File: src/rtl/vga_scan_ctrl.sv
// vga_scan_ctrl: pixel-strobe divider, horizontal/vertical scan counters, sync
// and display-window decode, plus a per-frame motion FSM that moves the logo and
// reflects it off the display edges.
//
// Ports:
//   clk       system clock, rising edge
//   rst_n     asynchronous active-low reset
//   run       1 = logo advances once per frame, 0 = position frozen
//   pix_en    one-clk strobe every CLK_DIV clks
//   h_count   horizontal scan position, 0..H_TOTAL-1
//   v_count   vertical scan position, 0..V_TOTAL-1
//   hsync     active-low horizontal sync
//   vsync     active-low vertical sync
//   video_on  inside the visible display window
//   frame_end one-clk pulse on the last pixel of a frame
//   logo_x/y  logo top-left corner
//   dir_x/y   0 = right/down, 1 = left/up
//   bounce_x/y one-clk pulse when that axis reflects
module vga_scan_ctrl #(
    parameter int unsigned H_DISPLAY = 640,
    parameter int unsigned H_FRONT   = 16,
    parameter int unsigned H_SYNC    = 96,
    parameter int unsigned H_BACK    = 48,
    parameter int unsigned V_DISPLAY = 480,
    parameter int unsigned V_FRONT   = 10,
    parameter int unsigned V_SYNC    = 2,
    parameter int unsigned V_BACK    = 33,
    parameter int unsigned CLK_DIV   = 2,
    parameter int unsigned LOGO_W    = 64,
    parameter int unsigned LOGO_H    = 32,
    parameter int unsigned STEP      = 1
) (
    input  logic       clk,
    input  logic       rst_n,
    input  logic       run,
    output logic       pix_en,
    output logic [9:0] h_count,
    output logic [9:0] v_count,
    output logic       hsync,
    output logic       vsync,
    output logic       video_on,
    output logic       frame_end,
    output logic [9:0] logo_x,
    output logic [9:0] logo_y,
    output logic       dir_x,
    output logic       dir_y,
    output logic       bounce_x,
    output logic       bounce_y
);

    localparam int unsigned H_TOTAL = H_DISPLAY + H_FRONT + H_SYNC + H_BACK;
    localparam int unsigned V_TOTAL = V_DISPLAY + V_FRONT + V_SYNC + V_BACK;
    localparam int unsigned DIV_W   = (CLK_DIV > 1) ? $clog2(CLK_DIV) : 1;

    localparam logic [9:0] H_LAST   = 10'(H_TOTAL - 1);
    localparam logic [9:0] V_LAST   = 10'(V_TOTAL - 1);
    localparam logic [9:0] HS_START = 10'(H_DISPLAY + H_FRONT);
    localparam logic [9:0] HS_END   = 10'(H_DISPLAY + H_FRONT + H_SYNC);
    localparam logic [9:0] VS_START = 10'(V_DISPLAY + V_FRONT);
    localparam logic [9:0] VS_END   = 10'(V_DISPLAY + V_FRONT + V_SYNC);
    localparam logic [9:0] H_VIS    = 10'(H_DISPLAY);
    localparam logic [9:0] V_VIS    = 10'(V_DISPLAY);

    // 11-bit operands so logo + size + step cannot wrap before the edge compare
    localparam logic [10:0] X_LIM  = 11'(H_DISPLAY);
    localparam logic [10:0] Y_LIM  = 11'(V_DISPLAY);
    localparam logic [10:0] X_SPAN = 11'(LOGO_W + STEP);
    localparam logic [10:0] Y_SPAN = 11'(LOGO_H + STEP);
    localparam logic [10:0] STEP_W = 11'(STEP);
    localparam logic [9:0]  X_MAX  = 10'(H_DISPLAY - LOGO_W);
    localparam logic [9:0]  Y_MAX  = 10'(V_DISPLAY - LOGO_H);
    localparam logic [9:0]  STEP_P = 10'(STEP);
    localparam logic [DIV_W-1:0] DIV_LAST = DIV_W'(CLK_DIV - 1);

    typedef enum logic [1:0] {StIdle = 2'd0, StUpdX = 2'd1, StUpdY = 2'd2} state_e;

    state_e           state_q, state_d;
    logic [DIV_W-1:0] div_q;
    logic [9:0]       logo_x_d, logo_y_d;
    logic             dir_x_d, dir_y_d, bounce_x_d, bounce_y_d;
    logic [10:0]      x_w, y_w;
    logic             h_end, v_end;

    assign h_end = (h_count == H_LAST);
    assign v_end = (v_count == V_LAST);

    assign frame_end = pix_en & h_end & v_end;
    assign hsync     = !((h_count >= HS_START) && (h_count < HS_END));
    assign vsync     = !((v_count >= VS_START) && (v_count < VS_END));
    assign video_on  = (h_count < H_VIS) && (v_count < V_VIS);

    assign x_w = {1'b0, logo_x};
    assign y_w = {1'b0, logo_y};

    // Divider and scan counters
    always_ff @(posedge clk or negedge rst_n) begin
        if (!rst_n) begin
            div_q   <= '0;
            pix_en  <= 1'b0;
            h_count <= '0;
            v_count <= '0;
        end else begin
            pix_en <= (div_q == DIV_LAST);
            div_q  <= (div_q == DIV_LAST) ? '0 : div_q + 1'b1;
            if (pix_en) begin
                if (h_end) begin
                    h_count <= '0;
                    v_count <= v_end ? '0 : v_count + 10'd1;
                end else begin
                    h_count <= h_count + 10'd1;
                end
            end
        end
    end

    // The x step is committed on the edge into StUpdX and the y step on the edge
    // into StUpdY, so each axis's new position and bounce pulse are visible in
    // the matching state cycle.
    always_comb begin
        state_d    = state_q;
        logo_x_d   = logo_x;
        logo_y_d   = logo_y;
        dir_x_d    = dir_x;
        dir_y_d    = dir_y;
        bounce_x_d = 1'b0;
        bounce_y_d = 1'b0;
        unique case (state_q)
            StIdle: begin
                if (frame_end && run) begin
                    state_d = StUpdX;
                    if (!dir_x) begin
                        if (x_w + X_SPAN > X_LIM) begin
                            logo_x_d   = X_MAX;
                            dir_x_d    = 1'b1;
                            bounce_x_d = 1'b1;
                        end else begin
                            logo_x_d = logo_x + STEP_P;
                        end
                    end else if (x_w < STEP_W) begin
                        logo_x_d   = '0;
                        dir_x_d    = 1'b0;
                        bounce_x_d = 1'b1;
                    end else begin
                        logo_x_d = logo_x - STEP_P;
                    end
                end
            end
            StUpdX: begin
                state_d = StUpdY;
                if (!dir_y) begin
                    if (y_w + Y_SPAN > Y_LIM) begin
                        logo_y_d   = Y_MAX;
                        dir_y_d    = 1'b1;
                        bounce_y_d = 1'b1;
                    end else begin
                        logo_y_d = logo_y + STEP_P;
                    end
                end else if (y_w < STEP_W) begin
                    logo_y_d   = '0;
                    dir_y_d    = 1'b0;
                    bounce_y_d = 1'b1;
                end else begin
                    logo_y_d = logo_y - STEP_P;
                end
            end
            StUpdY: state_d = StIdle;
            default: state_d = StIdle;
        endcase
    end

    always_ff @(posedge clk or negedge rst_n) begin
        if (!rst_n) begin
            state_q  <= StIdle;
            logo_x   <= '0;
            logo_y   <= '0;
            dir_x    <= 1'b0;
            dir_y    <= 1'b0;
            bounce_x <= 1'b0;
            bounce_y <= 1'b0;
        end else begin
            state_q  <= state_d;
            logo_x   <= logo_x_d;
            logo_y   <= logo_y_d;
            dir_x    <= dir_x_d;
            dir_y    <= dir_y_d;
            bounce_x <= bounce_x_d;
            bounce_y <= bounce_y_d;
        end
    end

endmodule

File: config.mk
export PLATFORM = sky130hd
export DESIGN_NAME = vga_scan_ctrl
export DESIGN_NICKNAME = d
export VERILOG_FILES = /design/src/rtl/vga_scan_ctrl.sv
export SDC_FILE = /design/constraint.sdc
export NUM_CORES = 1
export LEC_CHECK = 0
export CAP_MARGIN = 10
export CORE_UTILIZATION = 50
export CTS_CLUSTER_DIAMETER = 60
export DETAILED_ROUTE_END_ITERATION = 10
export PLACE_DENSITY = 0.71
export RECOVER_POWER = 100
export SLEW_MARGIN = 20
export SYNTH_ARGS = -nofsm -noshare
export SYNTH_HDL_FRONTEND = slang
export SYNTH_SLANG_ARGS = --single-unit
File: constraint.sdc
create_clock -name clk -period 3.66 [get_ports clk]
set_input_delay 1.098 -clock clk [delete_from_list [all_inputs] [get_ports clk]]
set_output_delay 1.098 -clock clk [all_outputs]
set_load 0.005 [all_outputs]
==> results of run 1 <==
-- worst max-delay path by stage --
stage / end / slack [ps]
floorplan: frame_end / 1250
global placement: logo_x[6] / 580
detailed placement: logo_x[6] / 450
CTS: frame_end / 350
global route: frame_end / 100
finish: frame_end / 240
-- metrics by stage --
stage	instance area, um2	instances	hold WS [ps]
final	3990	523	387
after global routing	3990	523	400
after CTS	4030	523	392
after detailed placement	3920	515	368
after global placement	3920	515	363
after floorplan	3390	406	354
-- state kept, by name (all words and copies together), names as in the netlist --
register,cells
logo_y,10
div_q,1
pix_en,1
bounce_x,1
h_count,10
dir_y,1
state_q,2
dir_x,1
bounce_y,1
v_count,10
logo_x,10
-- worst reg2reg max path, cell delays in order, from the launching register on --
cell and delay (ps):
sky130_fd_sc_hd__dfrtp_1 460, sky130_fd_sc_hd__or2_0 280, sky130_fd_sc_hd__nor4_1 480, sky130_fd_sc_hd__clkbuf_1 570
sky130_fd_sc_hd__nand3_2 460, sky130_fd_sc_hd__inv_1 300, sky130_fd_sc_hd__o21ai_0 140, sky130_fd_sc_hd__a221o_1 300
-- synthesized netlist by cell type, drive strengths merged, types with 2 or more instances --
| cell type | count | area share |
|---|---|---|
| a31oi | 5 | 0.0092 |
| nand2 | 44 | 0.049 |
| mux2i | 2 | 0.0059 |
| or2 | 4 | 0.0081 |
| o221ai | 3 | 0.0077 |
| mux2 | 3 | 0.010 |
| xor2 | 2 | 0.0052 |
| nor4 | 8 | 0.019 |
| o21ai | 34 | 0.050 |
| a21boi | 2 | 0.0044 |
| nor2b | 5 | 0.0092 |
| o2111ai | 4 | 0.010 |
| and2 | 3 | 0.0055 |
| and4 | 4 | 0.010 |
| ha | 9 | 0.033 |
| a211oi | 4 | 0.0089 |
| o211ai | 3 | 0.0066 |
| a2bb2oi | 3 | 0.0077 |
| a41oi | 4 | 0.010 |
| o31ai | 8 | 0.026 |
| clkbuf | 12 | 0.013 |
| nor2 | 32 | 0.035 |
| or3b | 2 | 0.0052 |
| a311o | 2 | 0.0059 |
| nor3b | 2 | 0.0044 |
| or4 | 5 | 0.012 |
| xnor2 | 5 | 0.013 |
| a21o | 4 | 0.0089 |
| a22oi | 3 | 0.0066 |
| a22o | 2 | 0.0052 |
| buf | 12 | 0.020 |
| or3 | 7 | 0.014 |
| a221o | 3 | 0.0089 |
| inv | 17 | 0.019 |
| nor3 | 21 | 0.031 |
| nand4 | 17 | 0.033 |
| and3 | 10 | 0.018 |
| o41ai | 4 | 0.010 |
| nand2b | 6 | 0.011 |
| dfrtp | 48 | 0.35 |
| a21oi | 12 | 0.018 |
| nand3 | 13 | 0.021 |
| nor4b | 2 | 0.0052 |
-- per-layer routing --
layer  global-route usage  part of all wire  wire length [um]
met1                0.348              0.45              3910
met2                0.419              0.48              4170
met3               0.0324             0.051               444
met4               0.0801             0.015               131
met5                    0                 0                 0
-- cell type report --
| cell class | instances | area (um2) | area share |
|---|---|---|---|
| inverters | 17 | 63.8 | 0.0160 |
| flip-flops and latches | 48 | 1200 | 0.301 |
| multi-input cells | 317 | 1980 | 0.496 |
| clock buffers | 5 | 68.8 | 0.0172 |
| well taps | 77 | 96.3 | 0.0241 |
| clock inverters | 3 | 47.5 | 0.0119 |
| repair buffers | 56 | 534 | 0.134 |
-- cell families (layout without fill, tap and decap cells) --
logic type,Yosys count,in the layout,synth area share
fa+ha+maj,9,9,0.0332
compound gates,106,106,0.221
mux,5,5,0.0159
simple gates,190,190,0.305
flops,48,48,0.354
buf+inv,41,81,0.0524
xor+xnor,7,7,0.0181
-- power breakdown --
group / internal, mW / switching (mW) / leakage (nW)
logic: 0.00177 / 0.0119 / 1.03
clock network: 0.206 / 0.202 / 0.0583
registers: 0.530 / 0 / 0.630
==> results_dict.tcl, run 1 <==
set metrics [dict create \
    outcome "finished, violations left" \
    violated_checks "design-rule violations, max-capacitance violations, max-slew violations" \
    final-setup-viol-count 0 \
    worst_r2r_endpoint "logo_x[6]" \
    rsz_0062_raised_after_global_routing "false" \
    maximum_number_of_pins_on_one_net_before_global_route_repair 33 \
    worst_setup_path_startpoint "h_count[5]" \
    io-pin-count 52 \
    clkLatencyLatePin_ps 310 \
    crit_end_element "output port" \
    timing.setup.critical_path_class "reg2out" \
    floorplan.initialDensity 0.525 \
    grt_remaining_overflow 0 \
    worst_slew_margin_rel -0.192 \
    global_route_wire_length_before_repair_um 14500 \
    design.final.nets 457 \
    number_of_cells_traversed_by_the_worst_register_to_register_path 7 \
    number_of_synthesized_register_bits 48 \
    crit_buf_inv 2 \
    vias 3263 \
    static_leakage_power_nw 1.72 \
    cts_tree "yes" \
    antenna-diode-count 0 \
    yosysSeqAreaShare 0.354 \
    finalMaxSlewViolations 33 \
    total_power_mw 0.952 \
    average_size_of_a_mapped_cell_um2 8.35 \
    max-cap-violations 1 \
    worst_path_clk_slew_ps 100 \
    r2r_setup_slack_ps 560 \
    timing.hold.worst.class "reg2reg" \
    drt_pre_antenna_iters 8 \
    place_hpwl_um 6050 \
    timing.setup.tns_ps 0 \
    cts_buffer_depth 2 \
    synthesis_to_finish_area_growth_pct 17.7 \
    antenna_violations_before_repair 0 \
    postCtsHoldBufs 0 \
    arrival_ps 2320 \
    die_width_um 84.4 \
    synthDistinctLibCells 64 \
    clock.fmax_mhz 293 \
    placeableCoreArea_um2 6460 \
    cts_inserted_buffers 5 \
    min_from "div_q" \
    resize_count_post_cts 0 \
    place.port_buffers 51 \
    hold_violations_final 0 \
    ctsHtreeMaxLevel 2 \
    finalWorstSetupSlack_ps 244 \
    post_synth_instance_area_um2 3390 \
    clock_skew_ps 2.97 \
    detail_route.vias_per_cell 6.24 \
    drive_above_1_share 0.0538 \
    gp_routability_congestion 0.855 \
    drtIter0Drc 194 \
    crit_required_ps 2560 \
    dieHeight_um 84.4 \
    first_global_vias 2967 \
    post-route-util 0.618 \
    synth-async-reset-ratio 1.00 \
    synth_cells 406 \
    vdd_ir_drop_max_mv 0.158 \
    worstMarginPinSlew_ps 1790 \
    fill_cells 584 \
    final_common_cell "sky130_fd_sc_hd__dlygate4sd3_1" \
    post_cts_buffers 0 \
    cell_at_the_root_of_the_clock_tree "sky130_fd_sc_hd__clkbuf_8" \
    hold-path-cell-count 0 \
    startpoint_type "flop" \
    worstHoldEndpoint "pix_en" \
    remaining_drc_errors 6 \
    drt-total-wl_um 8650 \
    finalCritPeriodShare 0.933 \
    max_stage_delay_ps 560 \
    cpMaxStageDelayCell "sky130_fd_sc_hd__dlygate4sd3_1" \
    largest_driver_fanout_on_the_critical_path 7 \
    worstSetupPathDepth 5 \
    track_usage 0.253 \
    dp_worst_setup_slack_ps 452 \
    layout.cells.most_common_list "sky130_fd_sc_hd__dlygate4sd3_1 (49), sky130_fd_sc_hd__dfrtp_1 (48), sky130_fd_sc_hd__nand2_1 (44)" \
    synth-warning-count 0 \
    antenna_violating_nets_post_route 0 \
    timing.critical_path.cells "or2_0 -> nor4_1 -> nand2_1 -> inv_1 -> dlygate4sd3_1" \
    r2r_start "h_count[5]" \
    synth_edf_count 0 \
    postSynthNetCount 418 \
    path_delay_family "simple AND/OR/NAND/NOR gates" \
    die_area_um2 7120 \
    cellPowerDensity_nw_per_um2 238 \
    synthFlopType "sky130_fd_sc_hd__dfrtp_1" \
    drt-wirelength-per-cell_um 16.5 \
    fin_crit_ps 3420 \
    cts.sink_count 48 \
    count_of_standard_cell_rows 29 \
]
Note: power is estimated with default switching activity, not from simulation.
==> inputs of run 2 (changes only) <==
==> constraint.sdc (replaced) <==
create_clock -name clk -period 3.66 [get_ports clk]
set_input_delay 0.732 -clock clk [delete_from_list [all_inputs] [get_ports clk]]
set_output_delay 0.732 -clock clk [all_outputs]
set_load 0.005 [all_outputs]
==> results_dict.tcl, run 2 (synthesized netlist as in run 1, its figures left out) <==
set metrics [dict create \
    postCtsHoldBufs 0 \
    share_of_power_burned_in_the_clock_network 0.421 \
    crit_required_ps 2930 \
    fin_crit_ps 3110 \
    vdd_ir_drop_max_mv 0.179 \
    drive_above_1_share 0.0517 \
    place.port_buffers 51 \
    drt-wirelength-per-cell_um 16.2 \
    antenna_violations_before_repair 0 \
    clock.fmax_mhz 321 \
    clkLatencyLatePin_ps 300 \
    crit_buf_inv 2 \
    worstHoldEndpoint "pix_en" \
    power_frac_seq 0.565 \
    static_leakage_power_nw 1.72 \
    die_area_um2 7120 \
    global_route_wire_length_before_repair_um 14600 \
    final-instance-count-excl-fill 522 \
    number_of_cells_traversed_by_the_worst_register_to_register_path 8 \
    drtIter0Drc 201 \
    cellPowerDensity_nw_per_um2 235 \
    layout.cells.most_common_list "sky130_fd_sc_hd__dlygate4sd3_1 (49), sky130_fd_sc_hd__dfrtp_1 (48), sky130_fd_sc_hd__nand2_1 (44)" \
    worst_path_clk_slew_ps 90 \
    count_of_standard_cell_rows 29 \
    cts.sink_count 48 \
    crit_end_element "output port" \
    clock_skew_ps 7.32 \
    cell_at_the_root_of_the_clock_tree "sky130_fd_sc_hd__clkbuf_8" \
    fin_area_um2 3990 \
    vias 3311 \
    post_cts_buffers 0 \
    timing.setup.critical_path_class "reg2out" \
    floorplan.initialDensity 0.525 \
    path_delay_family "simple AND/OR/NAND/NOR gates" \
    hold_violations_final 0 \
    drt-total-wl_um 8440 \
    maximum_number_of_pins_on_one_net_before_global_route_repair 33 \
    drt_pre_antenna_iters 8 \
    first_global_vias 3071 \
    startpoint_type "flop" \
    rsz_0062_raised_after_global_routing "false" \
    placement.cell_area_um2 3910 \
    cts_buffer_depth 2 \
    min_from "div_q" \
    largest_driver_fanout_on_the_critical_path 6 \
    dp_worst_setup_slack_ps 856 \
    detail_route.vias_per_cell 6.34 \
    grt_remaining_overflow 0 \
    finalCritPeriodShare 0.851 \
    total_power_mw 0.937 \
    worstMarginPinSlew_ps 1720 \
    die_width_um 84.4 \
    timing.critical_path.cells "or2_0 -> nor4_1 -> nand2_1 -> inv_1 -> dlygate4sd3_1" \
    outcome "finished, violations left" \
    design.final.nets 456 \
    fill_cells 588 \
    finalWorstSetupSlack_ps 547 \
    resize_count_post_cts 0 \
    synthesis_to_finish_area_growth_pct 17.5 \
    antenna_violating_nets_post_route 0 \
    regArea_um2 1200 \
    place_hpwl_um 5910 \
    arrival_ps 2380 \
    cts_tree "yes" \
    track_usage 0.250 \
    worst_slew_margin_rel -0.146 \
    r2r_setup_slack_ps 550 \
    internal-power_mw 0.738 \
    dieHeight_um 84.4 \
    remaining_drc_errors 3 \
    gp_routability_congestion 0.866 \
    antenna-diode-count 0 \
    switching_component_of_the_power_mw 0.200 \
    cpMaxStageDelayCell "sky130_fd_sc_hd__dlygate4sd3_1" \
    finalMaxSlewViolations 33 \
    final_common_cell "sky130_fd_sc_hd__dlygate4sd3_1" \
    cts_inserted_buffers 5 \
    max-cap-violations 1 \
    area_taken_by_multi_input_logic_gates_um2 1980 \
    io-pin-count 52 \
    dp.cells 514 \
    final-setup-viol-count 0 \
    violated_checks "design-rule violations, max-capacitance violations, max-slew violations" \
    sw_frac_of_total 0.213 \
    timing.hold.worst.class "reg2reg" \
    combinational_cell_fraction_of_total_power 0.014 \
    worst_r2r_endpoint "logo_x[6]" \
    timing.setup.tns_ps 0 \
    max_stage_delay_ps 560 \
    ctsHtreeMaxLevel 2 \
    placeableCoreArea_um2 6460 \
    hold-path-cell-count 0 \
    r2r_start "h_count[6]" \
]
==> run 2: changes by cell type in the layout (fill, tap and decap cells not counted), sizes merged <==
cell	previous run	this run
buf	3	2
==> run 2: per-layer routing <==
layer / vias up / global-route usage / part of all wire
met5: - / 0 / 0
met3: 8 / 0.0383 / 0.058
met1: 1584 / 0.344 / 0.45
met4: 0 / 0.0663 / 0.0068
li1: 1603 / - / -
met2: 116 / 0.414 / 0.48
==> run 2: area by class of cell <==
class                           instances  share of cell area
Clock inverter                          3              0.0119
Tap cell                               77              0.0242
Timing Repair Buffer                   55               0.132
Inverter                               17              0.0160
Multi-Input combinational cell        317               0.497
Sequential cell                        48               0.301
Clock buffer                            5              0.0173
==> run 2: metrics by stage <==
stage                     hold slack [ps]   util
after CTS                             394  0.623
after detailed placement              370  0.605
final                                 392  0.617
after floorplan                       354      -
after global routing                  397  0.617
after global placement                365  0.605
==> run 2: power by group through the flow <==
stage / clock network, mW / logic, mW / registers, mW
6_report: 0.394 / 0.0132 / 0.530
5_1_grt: 0.424 / 0.0163 / 0.530
4_1_cts: 0.408 / 0.0152 / 0.530
3_5_place_dp: 0 / 0.0152 / 0.540
3_3_place_gp: 0 / 0.0152 / 0.540
2_1_floorplan: 0 / 0.00116 / 0.541
==> run 2: worst max path at each step <==
stage	startpoint	end	slack (ps)	cells past startpoint
6_report	h_count[6]	frame_end	550	5
3_5_place_dp	run	logo_x[6]	860	7
3_3_place_gp	run	logo_x[6]	930	7
5_1_grt	h_count[0]	logo_x[6]	340	9
4_1_cts	v_count[0]	frame_end	730	7
2_1_floorplan	logo_y[0]	logo_y[7]	1430	8
==> run 2: worst register-to-register path, cell delays in order, from the launching register on <==
cell and delay, ps:
sky130_fd_sc_hd__dfrtp_1 450, sky130_fd_sc_hd__or2_0 300, sky130_fd_sc_hd__nor4_1 530, sky130_fd_sc_hd__clkbuf_1 610, sky130_fd_sc_hd__nand3_2 100, sky130_fd_sc_hd__buf_4 230, sky130_fd_sc_hd__inv_1 300, sky130_fd_sc_hd__o21ai_0 150
sky130_fd_sc_hd__a221o_1 310
==> inputs of run 3 (changes only) <==
--- a/config.mk
+++ b/config.mk
@@ -6,6 +6,7 @@
 export NUM_CORES = 1
 export LEC_CHECK = 0
 export CAP_MARGIN = 10
+export CORE_MARGIN = 10
 export CORE_UTILIZATION = 50
 export CTS_CLUSTER_DIAMETER = 60
 export DETAILED_ROUTE_END_ITERATION = 10
==> results_dict.tcl, run 3 (synthesized netlist as in run 1, its figures left out) <==
set metrics [dict create \
    startpoint_type "flop" \
    worstSetupPathDepth 5 \
    arrival_ps 2320 \
    rsz_0062_raised_after_global_routing "false" \
    largest_driver_fanout_on_the_critical_path 6 \
    remaining_drc_errors 0 \
    worst_r2r_endpoint "logo_x[6]" \
    placeableCoreArea_um2 6460 \
    clkLatencyLatePin_ps 310 \
    vdd_ir_drop_max_mv 0.238 \
    antenna_violations_before_repair 0 \
    maximum_number_of_pins_on_one_net_before_global_route_repair 36 \
    cts_buffer_depth 2 \
    drtIter0Drc 143 \
    finalMaxSlewViolations 36 \
    clock.fmax_mhz 328 \
    track_usage 0.175 \
    finalCritPeriodShare 0.834 \
    area_taken_by_multi_input_logic_gates_um2 1980 \
    timing.critical_path.cells "or2_0 -> nor4_1 -> nand2_1 -> inv_1 -> dlygate4sd3_1" \
    design.final.nets 456 \
    timing.setup.critical_path_class "reg2out" \
    global_route_wire_length_before_repair_um 15000 \
    worst_setup_path_startpoint "h_count[6]" \
    timing.setup.tns_ps 0 \
    gp_routability_congestion 0.889 \
    post-route-util 0.613 \
    antenna-diode-count 0 \
    cellPowerDensity_nw_per_um2 221 \
    drt_pre_antenna_iters 5 \
    final-setup-viol-count 0 \
    count_of_standard_cell_rows 29 \
    place.port_buffers 51 \
    fill_cells 587 \
    io-pin-count 52 \
    crit_buf_inv 2 \
    drt-wirelength-per-cell_um 17.4 \
    fin_crit_ps 3050 \
    cts_inserted_buffers 5 \
    drt-total-wl_um 9060 \
    die_width_um 102 \
    detail_route.vias_per_cell 6.40 \
    worst_path_clk_slew_ps 90 \
    final-instance-count-excl-fill 522 \
    timing.hold.worst.class "reg2reg" \
    outcome "finished, violations left" \
    cell_at_the_root_of_the_clock_tree "sky130_fd_sc_hd__clkbuf_8" \
    r2r_setup_slack_ps 630 \
    dieHeight_um 102 \
    crit_path_end "frame_end" \
    first_global_vias 3120 \
    hold_violations_final 0 \
    clock_skew_ps 10.1 \
    antenna_violating_nets_post_route 0 \
    die_area_um2 10500 \
    post_cts_buffers 0 \
    vias 3342 \
    number_of_cells_traversed_by_the_worst_register_to_register_path 8 \
    grt_remaining_overflow 0 \
    total_power_mw 0.875 \
    drive_above_1_share 0.0494 \
    max_stage_delay_ps 570 \
    max-cap-violations 1 \
    static_leakage_power_nw 1.70 \
    crit_required_ps 2930 \
    cpMaxStageDelayCell "sky130_fd_sc_hd__dlygate4sd3_1" \
    worst_slew_margin_rel -0.304 \
    cts.sink_count 48 \
    postCtsHoldBufs 0 \
    floorplan.initialDensity 0.525 \
    ctsHtreeMaxLevel 2 \
    synthesis_to_finish_area_growth_pct 16.7 \
    layout.cells.most_common_list "sky130_fd_sc_hd__dlygate4sd3_1 (49), sky130_fd_sc_hd__dfrtp_1 (48), sky130_fd_sc_hd__nand2_1 (44)" \
    r2r_start "h_count[6]" \
    path_delay_family "simple AND/OR/NAND/NOR gates" \
    final_common_cell "sky130_fd_sc_hd__dlygate4sd3_1" \
    violated_checks "max-capacitance violations, max-slew violations" \
    worstMarginPinSlew_ps 1960 \
    dp.cells 514 \
    place_hpwl_um 6370 \
    resize_count_post_cts 0 \
    regArea_um2 1200 \
    cts_tree "yes" \
    crit_end_element "output port" \
]
-- run 3: routing by layer --
metal  global-route usage  up-vias  share of wire  routed length, um
li1                     -     1610              -                  -
met1                0.221     1607           0.44               3980
met2                0.284      111           0.48               4330
met4               0.0510        0          0.014                125
met3               0.0486       14          0.070                634
met5                    0        -              0                  0
-- run 3: worst min-delay path by stage --
stage               start     end  slack, ps  cells past startpoint
finish              div_q  pix_en        400                      0
global route        div_q  pix_en        410                      0
CTS                 div_q  pix_en        400                      0
detailed placement  div_q  pix_en        380                      0
global placement    div_q  pix_en        360                      0
floorplan           div_q  pix_en        350                      0
-- run 3: report_power, final --
part           internal, mW  switching, mW  leakage [nW]
Sequential            0.530              0         0.630
Clock                 0.136          0.195        0.0414
Combinational       0.00178         0.0118          1.03
Total                 0.668          0.207          1.70
-- run 3: layout make-up --
cell class              instances  area share
clock inverters                 2     0.00411
flip-flops and latches         48       0.303
repair buffers                 55       0.133
clock buffers                   6      0.0183
inverters                      17      0.0161
multi-input cells             317       0.501
well taps                      77      0.0243
-- run 3: worst reg2reg max path, delay by kind of cell, from the launching register on --
family	cells	cell delay (ps)
buffers and inverters	3	1120
and+or+nand+nor	3	890
AOI/OAI and AO/OA	2	470
DFF	1	450
-- run 3: per-stage QoR --
| step | setup WS (ps) | cell area [um2] | hold WS, ps |
|---|---|---|---|
| after floorplan | 1430 | 3390 | 354 |
| after global placement | 939 | 3910 | 363 |
| after detailed placement | 848 | 3910 | 376 |
| after CTS | 706 | 4000 | 399 |
| after global routing | 378 | 3960 | 410 |
| final | 608 | 3960 | 396 |
